==> src/rtl/reaction_pkg.sv <==
// Shared types and constants for the multi-player reaction timer.
package reaction_pkg;

  typedef enum logic [1:0] {
    StIdle,
    StWait,
    StRun,
    StDone
  } state_e;

  // Galois LFSR for x^16 + x^14 + x^13 + x^11 + 1, shifting right
  localparam logic [15:0] LfsrSeed = 16'hACE1;
  localparam logic [15:0] LfsrTaps = 16'hB400;

  localparam logic [1:0] StatLast = 2'b00;
  localparam logic [1:0] StatMin  = 2'b01;
  localparam logic [1:0] StatMax  = 2'b10;
  localparam logic [1:0] StatAvg  = 2'b11;

  // Reaction time in milliseconds
  typedef logic [9:0] time_t;

  function automatic logic [15:0] lfsr_step(input logic [15:0] v);
    lfsr_step = v[0] ? ((v >> 1) ^ LfsrTaps) : (v >> 1);
  endfunction

endpackage

==> src/rtl/reaction_stats.sv <==
// Circular history of winning times with last/min/max/average readout.
module reaction_stats
  import reaction_pkg::*;
#(
  parameter int unsigned HIST_DEPTH = 8  // power of two, at least 2
) (
  input  logic       clk_50M,
  input  logic       clear,
  input  logic       wr_en,
  input  time_t      wr_value,
  input  logic [1:0] stat_sel,
  output time_t      stat_value,
  output logic [3:0] stat_count
);

  localparam int unsigned PtrW = (HIST_DEPTH > 1) ? $clog2(HIST_DEPTH) : 1;
  localparam logic [3:0]  Full = 4'(HIST_DEPTH);

  time_t           hist_q [HIST_DEPTH];
  logic [PtrW-1:0] ptr_q;
  logic [3:0]      cnt_q;

  time_t       min_v, max_v, last_v;
  logic [13:0] sum_v, avg_v;

  // History write: pointer wraps naturally, count saturates once full
  always_ff @(posedge clk_50M) begin
    if (clear) begin
      ptr_q <= '0;
      cnt_q <= '0;
    end else if (wr_en) begin
      hist_q[ptr_q] <= wr_value;
      ptr_q         <= ptr_q + 1'b1;
      if (cnt_q != Full) cnt_q <= cnt_q + 4'd1;
    end
  end

  // Statistics over the valid slots; slots 0..cnt-1 are valid until the first wrap
  always_comb begin
    min_v = '1;
    max_v = '0;
    sum_v = '0;
    for (int i = 0; i < HIST_DEPTH; i++) begin
      if (i < int'(cnt_q)) begin
        if (hist_q[i] < min_v) min_v = hist_q[i];
        if (hist_q[i] > max_v) max_v = hist_q[i];
        sum_v = sum_v + 14'(hist_q[i]);
      end
    end
    last_v = hist_q[ptr_q - 1'b1];
    avg_v  = (cnt_q == 4'd0) ? '0 : sum_v / 14'(cnt_q);
  end

  // Statistic select
  always_comb begin
    stat_value = '0;
    if (cnt_q != 4'd0) begin
      unique case (stat_sel)
        StatLast: stat_value = last_v;
        StatMin:  stat_value = min_v;
        StatMax:  stat_value = max_v;
        StatAvg:  stat_value = avg_v[9:0];
        default:  stat_value = '0;
      endcase
    end
  end

  assign stat_count = cnt_q;

endmodule

==> src/rtl/reaction_timer_mp.sv <==
// Multi-player reaction timer: random delay, LED stimulus, per-player timing,
// foul detection, winner selection and result history.
module reaction_timer_mp
  import reaction_pkg::*;
#(
  parameter int unsigned CLK_HZ     = 50_000_000,
  parameter int unsigned N_PLAYERS  = 2,
  parameter int unsigned MAX_COUNT  = 999,
  parameter int unsigned DMIN_MS    = 2000,
  parameter int unsigned DMAX_MS    = 6000,
  parameter int unsigned HIST_DEPTH = 8
) (
  input  logic                    clk_50M,
  input  logic                    clear,
  input  logic                    start,
  input  logic [N_PLAYERS-1:0]    stop,
  input  logic [1:0]              stat_sel,
  output logic                    LED,
  output logic                    busy,
  output logic [N_PLAYERS*10-1:0] result,
  output logic [N_PLAYERS-1:0]    foul,
  output logic [2:0]              winner,
  output logic                    winner_valid,
  output logic                    tie,
  output logic [9:0]              stat_value,
  output logic [3:0]              stat_count
);

  localparam int unsigned TickCyc = CLK_HZ / 1000;
  localparam int unsigned PrescW  = (TickCyc > 1) ? $clog2(TickCyc) : 1;
  localparam int unsigned DRange  = DMAX_MS - DMIN_MS + 1;
  localparam time_t       MaxTime = time_t'(MAX_COUNT);
  localparam logic [12:0] DMin    = 13'(DMIN_MS);

  state_e state_q, state_d;

  logic [PrescW-1:0]            presc_q, presc_d;
  logic [15:0]                  lfsr_q;
  logic [12:0]                  delay_q, delay_d, ms_q, ms_d;
  time_t                        count_q, count_d;
  time_t [N_PLAYERS-1:0]        result_q, result_d;
  logic [N_PLAYERS-1:0]         foul_q, foul_d, stopped_q, stopped_d;
  logic [2:0]                   winner_q, winner_d;
  logic                         winner_valid_q, winner_valid_d, tie_q, tie_d;

  logic                 tick, expire, sat, all_fouled, all_stopped;
  logic [N_PLAYERS-1:0] wait_foul, cap;
  logic                 start_round, enter_timed, enter_done, hist_wr;
  logic                 win_found, win_tie;
  logic [2:0]           win_idx;
  time_t                best;

  // Round events derived from current state and inputs only
  always_comb begin
    tick        = ((state_q == StWait) || (state_q == StRun)) &&
                  (presc_q == PrescW'(TickCyc - 1));
    expire      = (state_q == StWait) && tick && ((ms_q + 13'd1) == delay_q);
    wait_foul   = (state_q == StWait) ? stop : '0;
    cap         = (state_q == StRun) ? (stop & ~foul_q & ~stopped_q) : '0;
    all_fouled  = &(foul_q | wait_foul);
    all_stopped = &(foul_q | stopped_q | cap);
    sat         = (count_q == MaxTime);
  end

  // State register
  always_ff @(posedge clk_50M) begin
    if (clear) state_q <= StIdle;
    else       state_q <= state_d;
  end

  // Next state; a foul on the expiry cycle wins because WAIT stays until then
  always_comb begin
    state_d = state_q;
    unique case (state_q)
      StIdle, StDone: if (start) state_d = StWait;
      StWait: begin
        if (all_fouled)  state_d = StDone;
        else if (expire) state_d = StRun;
      end
      StRun:   if (all_stopped || sat) state_d = StDone;
      default: state_d = StIdle;
    endcase
  end

  // State-decoded outputs
  always_comb begin
    LED  = (state_q == StRun);
    busy = (state_q == StWait) || (state_q == StRun);
  end

  // Timing and per-player capture datapath
  always_comb begin
    start_round = start && ((state_q == StIdle) || (state_q == StDone));
    enter_timed = (state_d != state_q) && ((state_d == StWait) || (state_d == StRun));
    enter_done  = (state_q != StDone) && (state_d == StDone);

    presc_d = presc_q;
    if ((state_q == StWait) || (state_q == StRun)) presc_d = tick ? '0 : presc_q + 1'b1;
    if (enter_timed) presc_d = '0;

    ms_d = ms_q;
    if ((state_q == StWait) && tick) ms_d = ms_q + 13'd1;
    if (enter_timed) ms_d = '0;

    count_d = count_q;
    if ((state_q == StRun) && tick && !sat) count_d = count_q + 10'd1;
    if (enter_timed) count_d = '0;

    delay_d = delay_q;
    if (start_round) delay_d = DMin + 13'(lfsr_q % 16'(DRange));

    foul_d    = foul_q | wait_foul;
    stopped_d = stopped_q | cap;
    result_d  = result_q;
    for (int i = 0; i < N_PLAYERS; i++) begin
      if (cap[i]) result_d[i] = count_q;
      else if (enter_done && !foul_d[i] && !stopped_d[i]) result_d[i] = MaxTime;
    end

    if (start_round) begin
      foul_d    = '0;
      stopped_d = '0;
      result_d  = '0;
    end
  end

  // Fastest non-fouled player; lowest index wins on equal times
  always_comb begin
    win_found = 1'b0;
    win_idx   = '0;
    best      = '0;
    for (int i = 0; i < N_PLAYERS; i++) begin
      if (!foul_d[i] && (!win_found || (result_d[i] < best))) begin
        win_found = 1'b1;
        win_idx   = 3'(i);
        best      = result_d[i];
      end
    end
    win_tie = 1'b0;
    for (int i = 0; i < N_PLAYERS; i++) begin
      if (win_found && !foul_d[i] && (3'(i) != win_idx) && (result_d[i] == best)) begin
        win_tie = 1'b1;
      end
    end
  end

  // Winner flags update on DONE entry and clear at the start of a round
  always_comb begin
    winner_d       = winner_q;
    winner_valid_d = winner_valid_q;
    tie_d          = tie_q;
    if (start_round) begin
      winner_valid_d = 1'b0;
      tie_d          = 1'b0;
    end
    if (enter_done) begin
      winner_d       = win_idx;
      winner_valid_d = win_found;
      tie_d          = win_tie;
    end
    hist_wr = enter_done && win_found;
  end

  // Datapath registers; the LFSR free-runs regardless of state
  always_ff @(posedge clk_50M) begin
    if (clear) begin
      presc_q        <= '0;
      lfsr_q         <= LfsrSeed;
      delay_q        <= '0;
      ms_q           <= '0;
      count_q        <= '0;
      result_q       <= '0;
      foul_q         <= '0;
      stopped_q      <= '0;
      winner_q       <= '0;
      winner_valid_q <= 1'b0;
      tie_q          <= 1'b0;
    end else begin
      presc_q        <= presc_d;
      lfsr_q         <= lfsr_step(lfsr_q);
      delay_q        <= delay_d;
      ms_q           <= ms_d;
      count_q        <= count_d;
      result_q       <= result_d;
      foul_q         <= foul_d;
      stopped_q      <= stopped_d;
      winner_q       <= winner_d;
      winner_valid_q <= winner_valid_d;
      tie_q          <= tie_d;
    end
  end

  assign result       = result_q;
  assign foul         = foul_q;
  assign winner       = winner_q;
  assign winner_valid = winner_valid_q;
  assign tie          = tie_q;

  reaction_stats #(
    .HIST_DEPTH (HIST_DEPTH)
  ) u_stats (
    .clk_50M    (clk_50M),
    .clear      (clear),
    .wr_en      (hist_wr),
    .wr_value   (best),
    .stat_sel   (stat_sel),
    .stat_value (stat_value),
    .stat_count (stat_count)
  );

endmodule

==> config.mk <==
export PLATFORM = sky130hd
export DESIGN_NAME = reaction_timer_mp
export DESIGN_NICKNAME = d
export VERILOG_FILES = /design/src/rtl/reaction_pkg.sv /design/src/rtl/reaction_stats.sv /design/src/rtl/reaction_timer_mp.sv
export SDC_FILE = /design/constraint.sdc
export NUM_CORES = 1
export LEC_CHECK = 0
export CAP_MARGIN = 40
export CORE_ASPECT_RATIO = 1.5
export CORE_MARGIN = 8
export CORE_UTILIZATION = 30
export DETAILED_ROUTE_END_ITERATION = 10
export HOLD_SLACK_MARGIN = 0.15
export PLACE_DENSITY = 0.53
export SYNTH_ARGS = -nofsm -noshare
export SYNTH_HDL_FRONTEND = slang
export SYNTH_SLANG_ARGS = --single-unit
==> constraint.sdc <==
create_clock -name clk_50M -period 80.1 [get_ports clk_50M]
set_input_delay 16.02 -clock clk_50M [delete_from_list [all_inputs] [get_ports clk_50M]]
set_output_delay 16.02 -clock clk_50M [all_outputs]
set_load 0.02 [all_outputs]
* Word level (Yosys, flattened, before mapping)
Memory sizes are Yosys's and may differ from the RTL's.
Index checks and enable logic that the tools add are counted.
** Word-level totals
- Bits in registers :: 106
- Latch bits :: 0
- RAM bits :: 80
- Bits in read-only memories :: 0
- Input port bits :: 7
- Output and inout port bits :: 43
- Logic and storage cells :: 199
- Memories :: 1
** Memory list
- u_stats.hist_q :: words 8, width 10, read ports 9, clocked after Yosys merged registers in 0, wr ports 1, RTL line reaction_stats.sv:19 : time_t hist_q [HIST_DEPTH];
** Operators by class
- Add/subtract/negate cells :: 14
- Multipliers :: 0
- Divide/modulo/power cells :: 2
- $lt $le $gt $ge :: 25
- Equal/unequal tests :: 18
- Shift operators :: 0
- Mux-type cells :: 71
- Bitwise logic cells :: 9
- Reduce and logical (&&, ||, !) cells :: 44
** Operator list (number)
- 10-bit two-way mux :: 41
- 14-bit two-way mux :: 7
- 14-bit by 10-bit adder with 14-bit output :: 6
- 10-bit less-than comparator :: 8
- 10-bit > comparator :: 7
- 10-bit case mux with 4 select lines :: 1
- 16-bit two-way mux :: 2
- 10-bit equality test :: 2
- 1-bit logical AND :: 20
- 20-bit two-way mux :: 1
- 16-bit by 1-bit adder with 16-bit output (second input constant) :: 1
- 16-bit equality test (second input constant) :: 1
- 3-bit by 4-bit less-than comparator with 1-bit output (first input constant) :: 4
- 16-bit by 12-bit remainder unit with 16-bit output (second input constant) :: 1
- 14-bit by 4-bit divider with 14-bit output :: 1
- 2-bit two-way mux :: 7
- 11-bit by 13-bit adder with 13-bit output (first input constant) :: 1
- 13-bit by 1-bit adder with 13-bit output (second input constant) :: 1
- 13-bit equality test :: 1
- 2-bit equality test (second input constant) :: 6
- 10-bit by 10-bit adder with 11-bit output :: 1
- 1-bit two-way mux :: 11
- 10-bit by 1-bit adder with 10-bit output (second input constant) :: 1
- 10-bit equality test (second input constant) :: 1
- other kinds (26) :: 50

* Depth between registers and ports, before layout
- Word-level depth :: 27
- Depth in mapped cells :: 174
- Mapped depth without buffers :: 168

* Modules after synthesis
From an unflattened synthesis, not the netlist that was laid out.
** Unflattened totals
- Cells, all modules :: 2979
- Area total of the unflattened synthesis :: 23884.2 um^2
** Modules (own cells, without submodules)
- reaction_stats :: instances 1, cells each 2027, area an instance 16364.4 um^2, seq. area each 2542.4 um^2
- reaction_timer_mp :: instances 1, cells each 952, area an instance 7519.7 um^2, seq. area each 1941.9 um^2

* Worst setup path after synthesis
OpenSTA, ideal clock, no wires.
- Path type :: reg2out
- Start :: reg u_stats.cnt_q[1], in the netlist u_stats.stat_count[1]
- End :: out stat_value[0]
- Arrival time :: 31.366 ns
- Required time :: 64.080 ns
- Setup slack :: 32.714 ns
- Stages on the path, launching flop included :: 165
- Buffers on the path :: 6
- Cell sequence :: dfxtp_1 > inv_1 > ha_1 > or3b_1 > buf_4 > clkbuf_1 > and2_1 > ha_1 > fa_1 > a22oi_2 > o21ai_0 > xnor2_1 > o21ai_0 > ha_1 > o21a_1 > o31a_1 > or2_2 > a21oi_1 > [129 not listed] > buf_6 > mux2i_1 > ha_1 > o21a_1 > o21ai_0 > nand2b_1 > a21oi_1 > o2111a_1 > nand4_2 > nor2_1 > a21oi_1 > ha_1 > a21o_1 > a21o_1 > a21oi_1 > o221ai_1 > nor3_1 > a31oi_1
** On the way
- Longest elaborated chain between the ends :: 25
- Elaborated cells on any way between the ends :: 73
- Those cells by class :: add/sub (7); div (1); order compare (22); mux (41); reduce/logical (2)
** Ends and longest elaborated chain
- start: declaration :: RTL line reaction_stats.sv:21 : logic [3:0] cnt_q;
- start signal: assignment :: RTL line reaction_stats.sv:34 : if (cnt_q != Full) cnt_q <= cnt_q + 4'd1;
- parallel branches: the longest is 24 deep, another holds 14-bit by 10-bit adder with 14-bit output
- 10-bit two-way mux (*) :: RTL line reaction_stats.sv:57 : if (cnt_q != 4'd0) begin
- end: declaration :: RTL line reaction_timer_mp.sv:25 : output logic [9:0] stat_value,
Mark *: on every way between the ends.

* Worst setup path after layout
- Start :: reg u_stats.cnt_q[0], in the netlist u_stats.stat_count[0]
- End :: out stat_value[0]
The elaborated chain is that of the path after synthesis.

==> results.py <==
metrics = {
    "yosys": {
        "netlist_area_sq_um": 23370,
        "ys_ff_latch": 184,
        "synth_top_flop_cell": "sky130_fd_sc_hd__dfxtp_1",
        "synthSimpleGateAreaFrac_pct": 21.31,
        "synth_enable_flop_cells": 80,
        "synthAdderAreaFrac_pct": 15.85,
        "synth_xor_area_share_pct": 7.303,
        "portion_of_the_post_synthesis_area_used_by_sequential_elements_pct": 19.19,
        "synth_compound_area_share_pct": 23.31,
        "main_combinational_cell_family_by_area_after_synthesis": "compound AO/OA/AOI/OAI gates",
        "synth_warnings": 0,
        "post_synth_inst_count": 2965,
        "synthesis.area_per_instance_sq_um": 7.882,
        "synth_mux_area_share_pct": 8.341,
        "synth_cell_types": 118,
        "postSynth.asyncResetShare_pct": 0,
    },
    "critical_path": {
        "worstPathRequired_ns": 64.08,
        "worst_ep_arrival_time_ns": 36.84,
        "reg2reg_depth": 29,
        "critical_path.startpoint_type": "flip-flop",
        "highest_fanout_seen_on_the_critical_path": 15,
        "slowest_delay_ns": 0.60,
        "standard_cell_with_the_maximum_stage_delay_on_the_critical_path": "sky130_fd_sc_hd__or3b_1",
        "crit_type": "flip-flop to primary output",
        "setup.worst_path.end_class": "primary output",
        "top_cell_by_count_worst_path": "sky130_fd_sc_hd__ha_1",
    },
    "timing": {
        "setup-tns-final_ns": 0,
        "timing.final.setup_violations": 0,
        "clock-skew-final_ns": 0.02336,
        "maxClockFrequency_ghz": 0.01892,
        "min_period_over_period_pct": 66.00,
        "timing.final.crit_period_ns": 52.86,
        "worst_slew_pin_slew_ns": 0.8962,
        "slew_headroom_pct": 39.74,
        "rsz_0062_raised_after_global_routing": "false",
        "report.final.hold_viol_count": 0,
        "drv_slew": 0,
    },
    "route": {
        "route.detailed.vias_per_inst": 5.524,
        "detailedRoute.firstPassIterationCount": 5,
        "wire_per_inst_um": 19.86,
        "drc_errors": 0,
        "highest-signal-layer": "met4",
        "drt-total-wl_um": 79770,
        "via_count": 22190,
        "met3WireLength_um": 2119,
        "initialDrtViolationCount": 1180,
        "wl_met1_um": 29640,
        "sum_of_met2_wire_segment_lengths_after_detailed_routing_um": 42520,
        "ant_nets": 0,
    },
    "die": {
        "initial_core_util_pct": 30.25,
        "rows": 125,
        "dieHeight_um": 357.8,
        "die_area_sq_um": 87270,
        "floorplan.io_pins": 50,
        "coreArea_sq_um": 77260,
        "die_w_um": 243.9,
    },
    "flow_run": {
        "drv.max_cap_violation_count": 0,
    },
    "clocking": {
        "cts.htree.levels": 4,
        "cts_setup_buffers": 0,
        "cts_stage_hold_buffer_count": 0,
        "cts_tree": "built",
        "ctsRootBufferMaster": "sky130_fd_sc_hd__clkbuf_16",
        "insertion_delay_of_the_later_clocked_pin_in_the_worst_skew_pair_ns": 0.47,
        "cts_repair_resize_count": 0,
        "tritoncts.num_buffers": 17,
        "clk_transition_reported_paths_ns": 0.08,
        "max-clock-path-buffers": 2,
        "clock_sink_count": 184,
    },
    "finish": {
        "most_frequent_cells_in_the_layout": "sky130_fd_sc_hd__nor2_1 (341), sky130_fd_sc_hd__ha_1 (284), sky130_fd_sc_hd__nand2_1 (250), sky130_fd_sc_hd__a21oi_1 (234), sky130_fd_sc_hd__inv_1 (180)",
        "drive_gt1_share_pct": 8.200,
        "final_nets": 3285,
        "final_common_cell": "sky130_fd_sc_hd__nor2_1",
        "synthToLayoutAreaGrowth_pct": 9.996,
        "antenna_cells_inserted": 0,
    },
    "global_route": {
        "globalRoute.totalOverflow": 0,
        "grt.total_usage_pct": 17.62,
        "largest_net_degree_at_the_start_of_global_routing": 37,
        "antenna_found_initial": 4,
        "grt_first_pass_wirelength_um": 122500,
        "grt_pass1_vias": 21930,
    },
    "run_status": {
        "run_status": "finished clean",
    },
    "place": {
        "place.detailed.hpwl_um": 65190,
        "port_buffers": 47,
        "place.gp.congestion": 0.9417,
    },
    "hold_path": {
        "worstHoldPathType": "flip-flop to flip-flop",
        "hold-path-cell-count": 2,
    },
}
-- metal layers --
metal | up-vias | global-route usage (%)
met3 | 239 | 1.512
met5 | - | 0
li1 | 10950 | -
met1 | 10470 | 17.39
met2 | 528 | 34.62
met4 | 0 | 11.52
-- path summary, 6_finish.rpt --
check / from / endpoint / slack [ns]
worst max register to register: lfsr_q[7] / delay_q[12] / 70.77
worst max-delay path: u_stats.stat_count[0] / stat_value[0] / 27.24
worst min register to register: delay_q[1] / delay_q[1] / 0.47
worst min-delay path: delay_q[1] / delay_q[1] / 0.47
-- sequential cells by signal (all words and copies together), names as in the netlist, 2 cells and up --
signal,cells
u_stats.hist_q,80
result,20
lfsr_q,16
presc_q,16
delay_q,13
ms_q,13
count_q,10
u_stats.stat_count,4
u_stats.ptr_q,3
foul,2
state_q,2
stopped_q,2
-- cell usage after synthesis (22+ instances only) --
library cell               number  area [sq um]
sky130_fd_sc_hd__nor2b_1       39         244.0
sky130_fd_sc_hd__a31oi_1       48         300.3
sky130_fd_sc_hd__a21oi_1      234          1171
sky130_fd_sc_hd__edfxtp_1      80          2402
sky130_fd_sc_hd__o21a_1        47         352.8
sky130_fd_sc_hd__mux2i_1       76         760.7
sky130_fd_sc_hd__nand2b_1      35         219.0
sky130_fd_sc_hd__ha_1         284          3553
sky130_fd_sc_hd__inv_1        180         675.7
sky130_fd_sc_hd__or2_2         26         162.7
sky130_fd_sc_hd__xor2_1        69         604.3
sky130_fd_sc_hd__xnor2_1      117          1025
sky130_fd_sc_hd__nand2_1      250         938.4
sky130_fd_sc_hd__mux2_2        57         641.9
sky130_fd_sc_hd__clkbuf_1      81         304.0
sky130_fd_sc_hd__and2_1        24         150.1
sky130_fd_sc_hd__o21ai_0      168         840.8
sky130_fd_sc_hd__and3_1        33         206.5
sky130_fd_sc_hd__mux4_2        22         495.5
sky130_fd_sc_hd__a21o_1        77         578.1
sky130_fd_sc_hd__nand3_1       63         315.3
sky130_fd_sc_hd__a211oi_1      35         262.8
sky130_fd_sc_hd__dfxtp_1      104          2082
sky130_fd_sc_hd__nand4_1       56         350.3
sky130_fd_sc_hd__nor2_1       341          1280
sky130_fd_sc_hd__nor3_1        72         360.4
-- critical path: cells and delay by family, from the launching register on --
kind            cells  cell delay, ns
simple gates       51           10.71
compound gates     68           15.24
xor+xnor            5            0.65
fa+ha+maj          22            6.57
mux                 6            1.53
buf+inv             4            1.22
flops               1            0.38
-- through the flow --
stage | hold slack (ns) | cell area [sq um] | util (%) | setup WS, ns | std cells
finish | 0.4676 | 25710 | 33.27 | 27.24 | 4016
global route | 0.4904 | 25710 | 33.27 | 23.53 | 4016
CTS | 0.4703 | 25700 | 33.26 | 27.38 | 4015
detailed placement | 0.4599 | 25120 | 32.51 | 28.06 | 3983
global placement | 0.4566 | 25030 | 32.39 | 28.90 | 3971
floorplan | 0.4434 | 23370 | - | 32.71 | 2966
-- final cells by class --
cell class / count / area [sq um]
fillers: 8310 / 51560
multi-input cells: 2503 / 17820
flip-flops and latches: 184 / 4484
well taps: 1016 / 1271
repair buffers: 101 / 872.1
inverters: 180 / 675.6
clock buffers: 18 / 429.2
clock inverters: 14 / 152.6
-- cells by family after synthesis --
family	after synthesis
and+or+nand+nor	1033
AOI/OAI and AO/OA	828
adders and majority gates	292
buffers and inverters	279
xor gates and xnor gates	190
DFF	184
muxes	158
other	1
Power is not shown: default switching activity piles up to over one toggle a cycle in this logic, so the estimate is an artifact.
